[config.mk]
export PLATFORM = sky130hd
export DESIGN_NAME = alu_instr_sequencer_flat
export DESIGN_NICKNAME = d
export VERILOG_FILES = /design/src/rtl/cpu_ctrl_pkg.sv /design/src/rtl/alu_instr_sequencer_if.sv /design/src/rtl/reg_select_decoder.sv /design/src/rtl/alu_instr_sequencer.sv /design/src/flat_wrapper.sv
export SDC_FILE = /design/constraint.sdc
export NUM_CORES = 1
export LEC_CHECK = 0
export ABC_AREA = 1
export CAP_MARGIN = 25
export CORE_ASPECT_RATIO = 0.8
export CORE_MARGIN = 2
export CORE_UTILIZATION = 40
export DETAILED_ROUTE_END_ITERATION = 12
export HOLD_SLACK_MARGIN = 0.05
export PLACE_DENSITY = 0.88
export SLEW_MARGIN = 20
export SYNTH_ARGS = -nofsm -noshare
export SYNTH_HDL_FRONTEND = slang
export SYNTH_HIERARCHICAL = 1
export SYNTH_SLANG_ARGS = --single-unit
[constraint.sdc]
create_clock -name clock -period 4.2 [get_ports clock]
set_input_delay 1.05 -clock clock [delete_from_list [all_inputs] [get_ports clock]]
set_output_delay 1.05 -clock clock [all_outputs]
set_load 0.02 [all_outputs]
[src/rtl/cpu_ctrl_pkg.sv]
// Shared definitions for the ALU instruction sequencer: opcodes, IR field layout, state encoding.
// Build option: SINGLE_STEP_EN adds the PAUSE state used for single-stepping.
package cpu_ctrl_pkg;

    localparam int NUM_REGS = 16;
    localparam int OPW      = 5;

    localparam int IR_OP_MSB = 31;
    localparam int IR_OP_LSB = 27;
    localparam int IR_RA_MSB = 26;
    localparam int IR_RA_LSB = 23;
    localparam int IR_RB_MSB = 22;
    localparam int IR_RB_LSB = 19;
    localparam int IR_RC_MSB = 18;
    localparam int IR_RC_LSB = 15;

    typedef logic [OPW-1:0] opcode_t;
    typedef logic [3:0]     reg_idx_t;

    localparam opcode_t OP_ADD  = 5'b00011;
    localparam opcode_t OP_SUB  = 5'b00100;
    localparam opcode_t OP_AND  = 5'b00101;
    localparam opcode_t OP_OR   = 5'b00110;
    localparam opcode_t OP_ROR  = 5'b00111;
    localparam opcode_t OP_ROL  = 5'b01000;
    localparam opcode_t OP_SHR  = 5'b01001;
    localparam opcode_t OP_SHRA = 5'b01010;
    localparam opcode_t OP_SHL  = 5'b01011;
    localparam opcode_t OP_MUL  = 5'b01111;
    localparam opcode_t OP_DIV  = 5'b10000;
    localparam opcode_t OP_NEG  = 5'b10001;
    localparam opcode_t OP_NOT  = 5'b10010;

    typedef enum logic [3:0] {
        S_IDLE, S_T0, S_T1, S_T2, S_T3, S_T4, S_T4U, S_T5, S_T6, S_HALT
`ifdef SINGLE_STEP_EN
        , S_PAUSE
`endif
    } seq_state_t;

    typedef struct packed {
        opcode_t  op;
        reg_idx_t ra;
        reg_idx_t rb;
        reg_idx_t rc;
    } ir_fields_t;

    function automatic ir_fields_t decode_ir(input logic [31:0] ir);
        ir_fields_t f;
        f.op = ir[IR_OP_MSB:IR_OP_LSB];
        f.ra = ir[IR_RA_MSB:IR_RA_LSB];
        f.rb = ir[IR_RB_MSB:IR_RB_LSB];
        f.rc = ir[IR_RC_MSB:IR_RC_LSB];
        return f;
    endfunction

    function automatic logic is_unary(input opcode_t op);
        return (op == OP_NEG) || (op == OP_NOT);
    endfunction

    function automatic logic is_muldiv(input opcode_t op);
        return (op == OP_MUL) || (op == OP_DIV);
    endfunction

    function automatic logic is_legal(input opcode_t op);
        return (op inside {OP_ADD, OP_SUB, OP_AND, OP_OR, OP_ROR, OP_ROL, OP_SHR,
                           OP_SHRA, OP_SHL, OP_MUL, OP_DIV, OP_NEG, OP_NOT});
    endfunction

endpackage

[src/rtl/alu_instr_sequencer_if.sv]
// Sequencer <-> datapath control bundle; master is the sequencer, slave the datapath.
// Build option: SINGLE_STEP_EN adds the step input.
interface alu_instr_sequencer_if;
    import cpu_ctrl_pkg::*;

    logic                run;
    logic                mem_ready;
    logic [31:0]         ir;
`ifdef SINGLE_STEP_EN
    logic                step;
`endif
    logic                PCout, MARin, incPC, PCin, read, MDRin, MDRout, IRin;
    logic                Yin, Zin, ZLowOut, ZHighOut, HIin, LOin;
    logic [NUM_REGS-1:0] Rin;
    logic [NUM_REGS-1:0] Rout;
    opcode_t             opcode;
    logic                busy, done, illegal;

    modport master (
`ifdef SINGLE_STEP_EN
        input  step,
`endif
        input  run, mem_ready, ir,
        output PCout, MARin, incPC, PCin, read, MDRin, MDRout, IRin,
        output Yin, Zin, ZLowOut, ZHighOut, HIin, LOin,
        output Rin, Rout, opcode, busy, done, illegal
    );

    modport slave (
`ifdef SINGLE_STEP_EN
        output step,
`endif
        output run, mem_ready, ir,
        input  PCout, MARin, incPC, PCin, read, MDRin, MDRout, IRin,
        input  Yin, Zin, ZLowOut, ZHighOut, HIin, LOin,
        input  Rin, Rout, opcode, busy, done, illegal
    );

endinterface

[src/rtl/reg_select_decoder.sv]
// Register-field to one-hot select; all-zero when not enabled.
module reg_select_decoder #(
    parameter int WIDTH = 16
) (
    input  logic [$clog2(WIDTH)-1:0] sel,
    input  logic                     en,
    output logic [WIDTH-1:0]         onehot
);

    always_comb begin
        onehot = '0;
        if (en) onehot[sel] = 1'b1;
    end

endmodule

[src/rtl/alu_instr_sequencer.sv]
// Moore control unit sequencing fetch/decode/execute/writeback for register-register ALU ops.
// Build option: SINGLE_STEP_EN parks the sequencer in PAUSE after each instruction until step.
module alu_instr_sequencer
    import cpu_ctrl_pkg::*;
(
    input logic            clock,
    input logic            clear,
    alu_instr_sequencer_if.master bus
);

    seq_state_t          state_q, state_d, after_done;
    ir_fields_t          ir_now, ir_q;
    logic                rin_en, rout_en;
    reg_idx_t            rout_sel;
    logic [NUM_REGS-1:0] rin_vec, rout_vec;

    assign ir_now = decode_ir(bus.ir);

    // The datapath IR holds the new instruction from T3 on; capture it as T3 is left.
    always_ff @(posedge clock or negedge clear) begin
        if (!clear) begin
            // NOTE: ir_q is reset too, so T4..T6 never decode X after a mid-instruction clear.
            state_q <= S_IDLE;
            ir_q    <= '0;
        end else begin
            // NOTE: non-blocking so every register samples pre-edge values.
            state_q <= state_d;
            if (state_q == S_T3) ir_q <= ir_now;
        end
    end

    always_comb begin
        // NOTE: every output and next-state gets a default first, so no latch is inferred.
        state_d      = state_q;
        bus.PCout    = 1'b0;
        bus.MARin    = 1'b0;
        bus.incPC    = 1'b0;
        bus.PCin     = 1'b0;
        bus.read     = 1'b0;
        bus.MDRin    = 1'b0;
        bus.MDRout   = 1'b0;
        bus.IRin     = 1'b0;
        bus.Yin      = 1'b0;
        bus.Zin      = 1'b0;
        bus.ZLowOut  = 1'b0;
        bus.ZHighOut = 1'b0;
        bus.HIin     = 1'b0;
        bus.LOin     = 1'b0;
        bus.opcode   = '0;
        bus.done     = 1'b0;
        bus.illegal  = 1'b0;
        rin_en       = 1'b0;
        rout_en      = 1'b0;
        rout_sel     = ir_q.rb;
`ifdef SINGLE_STEP_EN
        after_done   = bus.run ? S_PAUSE : S_IDLE;
`else
        after_done   = bus.run ? S_T0 : S_IDLE;
`endif

        case (state_q)
            S_IDLE: if (bus.run) state_d = S_T0;
            S_T0: begin
                bus.PCout = 1'b1;
                bus.MARin = 1'b1;
                bus.incPC = 1'b1;
                state_d   = S_T1;
            end
            S_T1: begin
                bus.read  = 1'b1;
                bus.MDRin = 1'b1;
                bus.PCin  = 1'b1;
                if (bus.mem_ready) state_d = S_T2;
            end
            S_T2: begin
                bus.MDRout = 1'b1;
                bus.IRin   = 1'b1;
                state_d    = S_T3;
            end
            S_T3: begin
                rout_en  = 1'b1;
                rout_sel = ir_now.rb;
                bus.Yin  = 1'b1;
                if (!is_legal(ir_now.op))    state_d = S_HALT;
                else if (is_unary(ir_now.op)) state_d = S_T4U;
                else                          state_d = S_T4;
            end
            S_T4, S_T4U: begin
                rout_en    = 1'b1;
                rout_sel   = (state_q == S_T4U) ? ir_q.rb : ir_q.rc;
                bus.opcode = ir_q.op;
                bus.Zin    = 1'b1;
                state_d    = S_T5;
            end
            S_T5: begin
                bus.ZLowOut = 1'b1;
                if (is_muldiv(ir_q.op)) begin
                    bus.LOin = 1'b1;
                    state_d  = S_T6;
                end else begin
                    rin_en   = 1'b1;
                    bus.done = 1'b1;
                    state_d  = after_done;
                end
            end
            S_T6: begin
                bus.ZHighOut = 1'b1;
                bus.HIin     = 1'b1;
                bus.done     = 1'b1;
                state_d      = after_done;
            end
            S_HALT: bus.illegal = 1'b1;
`ifdef SINGLE_STEP_EN
            S_PAUSE: if (bus.run && bus.step) state_d = S_T0;
`endif
            default: state_d = S_IDLE;
        endcase

        bus.busy = (state_q != S_IDLE) && (state_q != S_HALT)
`ifdef SINGLE_STEP_EN
                   && (state_q != S_PAUSE)
`endif
                   ;
    end

    reg_select_decoder #(.WIDTH(NUM_REGS)) u_rin_dec (
        .sel    (ir_q.ra),
        .en     (rin_en),
        .onehot (rin_vec)
    );

    reg_select_decoder #(.WIDTH(NUM_REGS)) u_rout_dec (
        .sel    (rout_sel),
        .en     (rout_en),
        .onehot (rout_vec)
    );

    assign bus.Rin  = rin_vec;
    assign bus.Rout = rout_vec;

endmodule

[src/flat_wrapper.sv]
// flat-port wrapper written by rule: the top's interface ports become plain ports
module alu_instr_sequencer_flat import cpu_ctrl_pkg::*;
  (clock, clear, bus_run, bus_mem_ready, bus_ir, bus_PCout, bus_MARin, bus_incPC, bus_PCin, bus_read, bus_MDRin, bus_MDRout, bus_IRin, bus_Yin, bus_Zin, bus_ZLowOut, bus_ZHighOut, bus_HIin, bus_LOin, bus_Rin, bus_Rout, bus_opcode, bus_busy, bus_done, bus_illegal);
  alu_instr_sequencer_if bus_i ();
  input logic clock;
  input logic clear;
  input wire logic [$bits(bus_i.run)-1:0] bus_run;
  input wire logic [$bits(bus_i.mem_ready)-1:0] bus_mem_ready;
  input wire logic [$bits(bus_i.ir)-1:0] bus_ir;
  output wire logic [$bits(bus_i.PCout)-1:0] bus_PCout;
  output wire logic [$bits(bus_i.MARin)-1:0] bus_MARin;
  output wire logic [$bits(bus_i.incPC)-1:0] bus_incPC;
  output wire logic [$bits(bus_i.PCin)-1:0] bus_PCin;
  output wire logic [$bits(bus_i.read)-1:0] bus_read;
  output wire logic [$bits(bus_i.MDRin)-1:0] bus_MDRin;
  output wire logic [$bits(bus_i.MDRout)-1:0] bus_MDRout;
  output wire logic [$bits(bus_i.IRin)-1:0] bus_IRin;
  output wire logic [$bits(bus_i.Yin)-1:0] bus_Yin;
  output wire logic [$bits(bus_i.Zin)-1:0] bus_Zin;
  output wire logic [$bits(bus_i.ZLowOut)-1:0] bus_ZLowOut;
  output wire logic [$bits(bus_i.ZHighOut)-1:0] bus_ZHighOut;
  output wire logic [$bits(bus_i.HIin)-1:0] bus_HIin;
  output wire logic [$bits(bus_i.LOin)-1:0] bus_LOin;
  output wire logic [$bits(bus_i.Rin)-1:0] bus_Rin;
  output wire logic [$bits(bus_i.Rout)-1:0] bus_Rout;
  output wire logic [$bits(bus_i.opcode)-1:0] bus_opcode;
  output wire logic [$bits(bus_i.busy)-1:0] bus_busy;
  output wire logic [$bits(bus_i.done)-1:0] bus_done;
  output wire logic [$bits(bus_i.illegal)-1:0] bus_illegal;
  assign bus_i.run = bus_run;
  assign bus_i.mem_ready = bus_mem_ready;
  assign bus_i.ir = bus_ir;
  assign bus_PCout = bus_i.PCout;
  assign bus_MARin = bus_i.MARin;
  assign bus_incPC = bus_i.incPC;
  assign bus_PCin = bus_i.PCin;
  assign bus_read = bus_i.read;
  assign bus_MDRin = bus_i.MDRin;
  assign bus_MDRout = bus_i.MDRout;
  assign bus_IRin = bus_i.IRin;
  assign bus_Yin = bus_i.Yin;
  assign bus_Zin = bus_i.Zin;
  assign bus_ZLowOut = bus_i.ZLowOut;
  assign bus_ZHighOut = bus_i.ZHighOut;
  assign bus_HIin = bus_i.HIin;
  assign bus_LOin = bus_i.LOin;
  assign bus_Rin = bus_i.Rin;
  assign bus_Rout = bus_i.Rout;
  assign bus_opcode = bus_i.opcode;
  assign bus_busy = bus_i.busy;
  assign bus_done = bus_i.done;
  assign bus_illegal = bus_i.illegal;
  alu_instr_sequencer u_core (.clock(clock), .clear(clear), .bus(bus_i));
endmodule
==> flow_metrics.tcl, run 1 <==
set metrics [dict create \
    run_status "completed" \
    ctsLongestPathBuffers 2 \
    area_enclosed_by_the_die_boundary_um2 4126 \
    first_global_vias 1414 \
    drc_errors 0 \
    timing.final.max_slew_violations 0 \
    pwr_density_cell_nw_per_um2 628.0 \
    worstPathBufferInverterCount 3 \
    final_critical_path_setup_slack_ns 0.3721 \
    register_area_share_after_synthesis_pct 36.24 \
    leakage_nw 1.023 \
    die-height_um 57.86 \
    layout.core_utilization_pct 64.83 \
    fmax_mhz 261.2 \
    cp-start-kind "primary input" \
    dpl.hpwl_um 3060 \
    cts_setup_buffers 0 \
    worst_skew_pair.late_latency_ns 0.26 \
    post_dr_wirelength_cell_um 10.95 \
    placement.io_buffers 74 \
    cts.reportedPaths.clkPinSlew_ns 0.07 \
    cts.hold.buffers_added 0 \
    die_x_um 71.32 \
    worstReg2RegEnd "u_core/state_q[2]$_DFFE_PN0P_" \
    finalClockSkew_ns 0.004808 \
    vdd_drop_max_mv 0.3516 \
    postRouteAntennaNets 0 \
    ys_warn_count 6 \
    report.final.setup_viol 0 \
    pre_cts_ws_ns 0.4060 \
    dr.first_iter.drc_count 82 \
    number_of_antenna_violations_at_the_first_check_in_global_routing 0 \
    numCtsBuffers 3 \
    vias 1642 \
    cp_slowest_cell "clkdlybuf4s50_1" \
    ctsHtreeMaxLevel 1 \
    timing.critical_path.arrival_ns 2.78 \
    dr.pass1.iters 4 \
    hold_path_depth 2 \
    rr_startpoint "u_core/state_q[3]$_DFFE_PN0P_" \
    worst-slew-pin-transition_ns 0.4116 \
    min_period_over_period_pct 91.14 \
    final_hold_viol_count 0 \
    final_net_count 335 \
    viasPerCell 4.829 \
    clock_sink_count 21 \
    synthCells 227 \
    worst_path_most_repeated_cell "clkdlybuf4s50_1" \
    total_i_o_pin_count 90 \
    r2r_depth 8 \
    critical_path.max_fanout 5 \
    timing.reg2reg.setup_slack_ns 2.54 \
    largest_delay_share_family_worst_path "buffers and inverters" \
    grt_start_max_net_pins 22 \
    postCtsResizedCells 0 \
    cts_tree "done" \
    min_delay_worst_endpoint "u_core/ir_q[0]$_DFFE_PN0P_" \
    routabilityCongestion 0.9402 \
    type_of_the_tightest_min_delay_check "reg2reg" \
    design.core.area_um2 3447 \
    antenna_cells_inserted 0 \
    synth.lib_cells_used.distinct 19 \
    grt_setup_unrepaired "no" \
    worstSetupPathType "in2out" \
    post_synth.cell_area_avg_um2 6.388 \
    cpPeakStageDelay_ns 0.62 \
    synth.net_count 263 \
    start_util_pct 42.07 \
    worst-endpoint-required_ns 3.15 \
    first_pass_grt_wire_length_um 6044 \
    critPathCaptureType "output pin" \
    flow.area_growth_from_synthesis_pct 54.10 \
    timing.critical_path.cells "clkdlybuf4s50_1, nand2_1, o211ai_1, inv_1, nand3_1, nor2_1, clkdlybuf4s50_1" \
    root_buffer "clkbuf_8" \
    core.rowCount 19 \
    timing.final.crit_period_ns 3.828 \
    slew_headroom_pct 72.44 \
    cap_viol_max_count 0 \
    hold_path_startpoint "u_core/ir_q[0]$_DFFE_PN0P_" \
    groute.usage.overall_pct 18.29 \
    synth_area_um2 1450 \
    drive_gt1_share_pct 6.040 \
    global_route.overflow_total 0 \
    postSynthRegisterBits 21 \
    wl_um 3723 \
    finalSetupTns_ns 0 \
]
-- worst reg2reg max path, stage by stage, from the launching register on --
cell,delay (ns)
dfrtp_1,0.38
inv_1,0.06
nand2_1,0.15
inv_2,0.08
nand2_2,0.22
inv_2,0.20
buf_4,0.22
a21oi_1,0.14
o21ai_0,0.09
-- worst max-delay path by stage --
stage / startpoint / end / cells past startpoint
3_3_place_gp: bus_ir[20] / bus_Rout[8] / 7
3_5_place_dp: bus_ir[20] / bus_Rout[9] / 7
6_report: bus_ir[20] / bus_Rout[9] / 7
4_1_cts: bus_ir[20] / bus_Rout[9] / 7
2_1_floorplan: bus_ir[20] / bus_Rout[13] / 5
5_1_grt: u_core/state_q[3]$_DFFE_PN0P_ / bus_Rout[9] / 10
-- Yosys cell counts --
library cell,number,area share [%]
nor2_2,1,0.43
nand2_1,62,16
nor2_1,52,13
dfrtp_1,21,36
nand3_2,4,2.8
nor2_4,1,0.78
buf_6,2,1.6
nand2_2,4,1.7
nor3_1,4,1.4
buf_4,6,3.1
a32o_1,1,0.69
o21ai_0,2,0.69
inv_1,30,7.8
o211ai_1,5,2.6
o21ai_1,9,3.1
a21oi_1,2,0.69
buf_2,1,0.34
inv_2,3,0.78
nand3_1,17,5.9
-- kinds of logic (layout without fill, tap and decap cells) --
| kind of cell | count (synthesis) | after routing | synth area share (%) |
|---|---|---|---|
| AOI/OAI and AO/OA | 19 | 19 | 7.765 |
| buffers and inverters | 42 | 113 | 13.55 |
| DFF | 21 | 21 | 36.24 |
| and+or+nand+nor | 145 | 145 | 42.45 |
-- routing by layer --
metal / routed length, um / part of all wire (%) / vias up / GRT usage, %
met5: 0 / 0 / - / 0
met3: 312 / 8.4 / 2 / 4.522
met4: 7 / 0.19 / 0 / 4.043
li1: - / - / 838 / -
met1: 1709 / 46 / 734 / 24.42
met2: 1693 / 45 / 68 / 30.29
-- placed cells by master, fill, tap and decap left out --
cell | Yosys | routed
a32o_1 | 1 | 1
nor2_2 | 1 | 1
nor3_1 | 4 | 4
buf_4 | 6 | 1
nor2_4 | 1 | 1
clkbuf_1 | 0 | 1
nand3_1 | 17 | 17
o211ai_1 | 5 | 5
a21oi_1 | 2 | 2
buf_6 | 2 | 1
nand2_2 | 4 | 4
inv_1 | 30 | 30
inv_2 | 3 | 3
clkdlybuf4s50_1 | 0 | 74
nand3_2 | 4 | 4
nor2_1 | 52 | 52
o21ai_1 | 9 | 9
nand2_1 | 62 | 62
o21ai_0 | 2 | 2
dfrtp_1 | 21 | 21
clkbuf_8 | 0 | 3
-- state kept, by name, summed over array words and instances, names as in the netlist --
signal	count
u_core/ir_q	17
u_core/state_q	4
-- metrics by stage --
step / hold WS, ns / cells / power, mW / area (um2)
floorplan: 0.4496 / 227 / 0.9991 / 1450
global placement: 0.4635 / 335 / 1.249 / 2178
detailed placement: 0.4705 / 335 / 1.273 / 2178
CTS: 0.4904 / 339 / 1.408 / 2223
global route: 0.5117 / 340 / 1.529 / 2235
finish: 0.4899 / 340 / 1.403 / 2235
-- final cells by class --
class,count,area (um2)
Timing Repair Buffer,76,759.5
Sequential cell,21,525.5
Inverter,33,123.9
Clock buffer,4,45.04
Tap cell,42,52.55
Fill cell,317,1212
Multi-Input combinational cell,164,728.2
-- power breakdown --
part / switching [mW] / internal, mW / total [mW]
Clock: 0.0621 / 0.0675 / 0.130
Sequential: 0.0843 / 0.303 / 0.387
Combinational: 0.547 / 0.340 / 0.887
(Power assumes the default switching activity.)
==> inputs of run 2 (changes only) <==
Settings changed: GPL_ROUTABILITY_DRIVEN set to 0.
==> results of run 2 <==
Same layout as run 1: the final DEF is identical, and so are final timing and power.
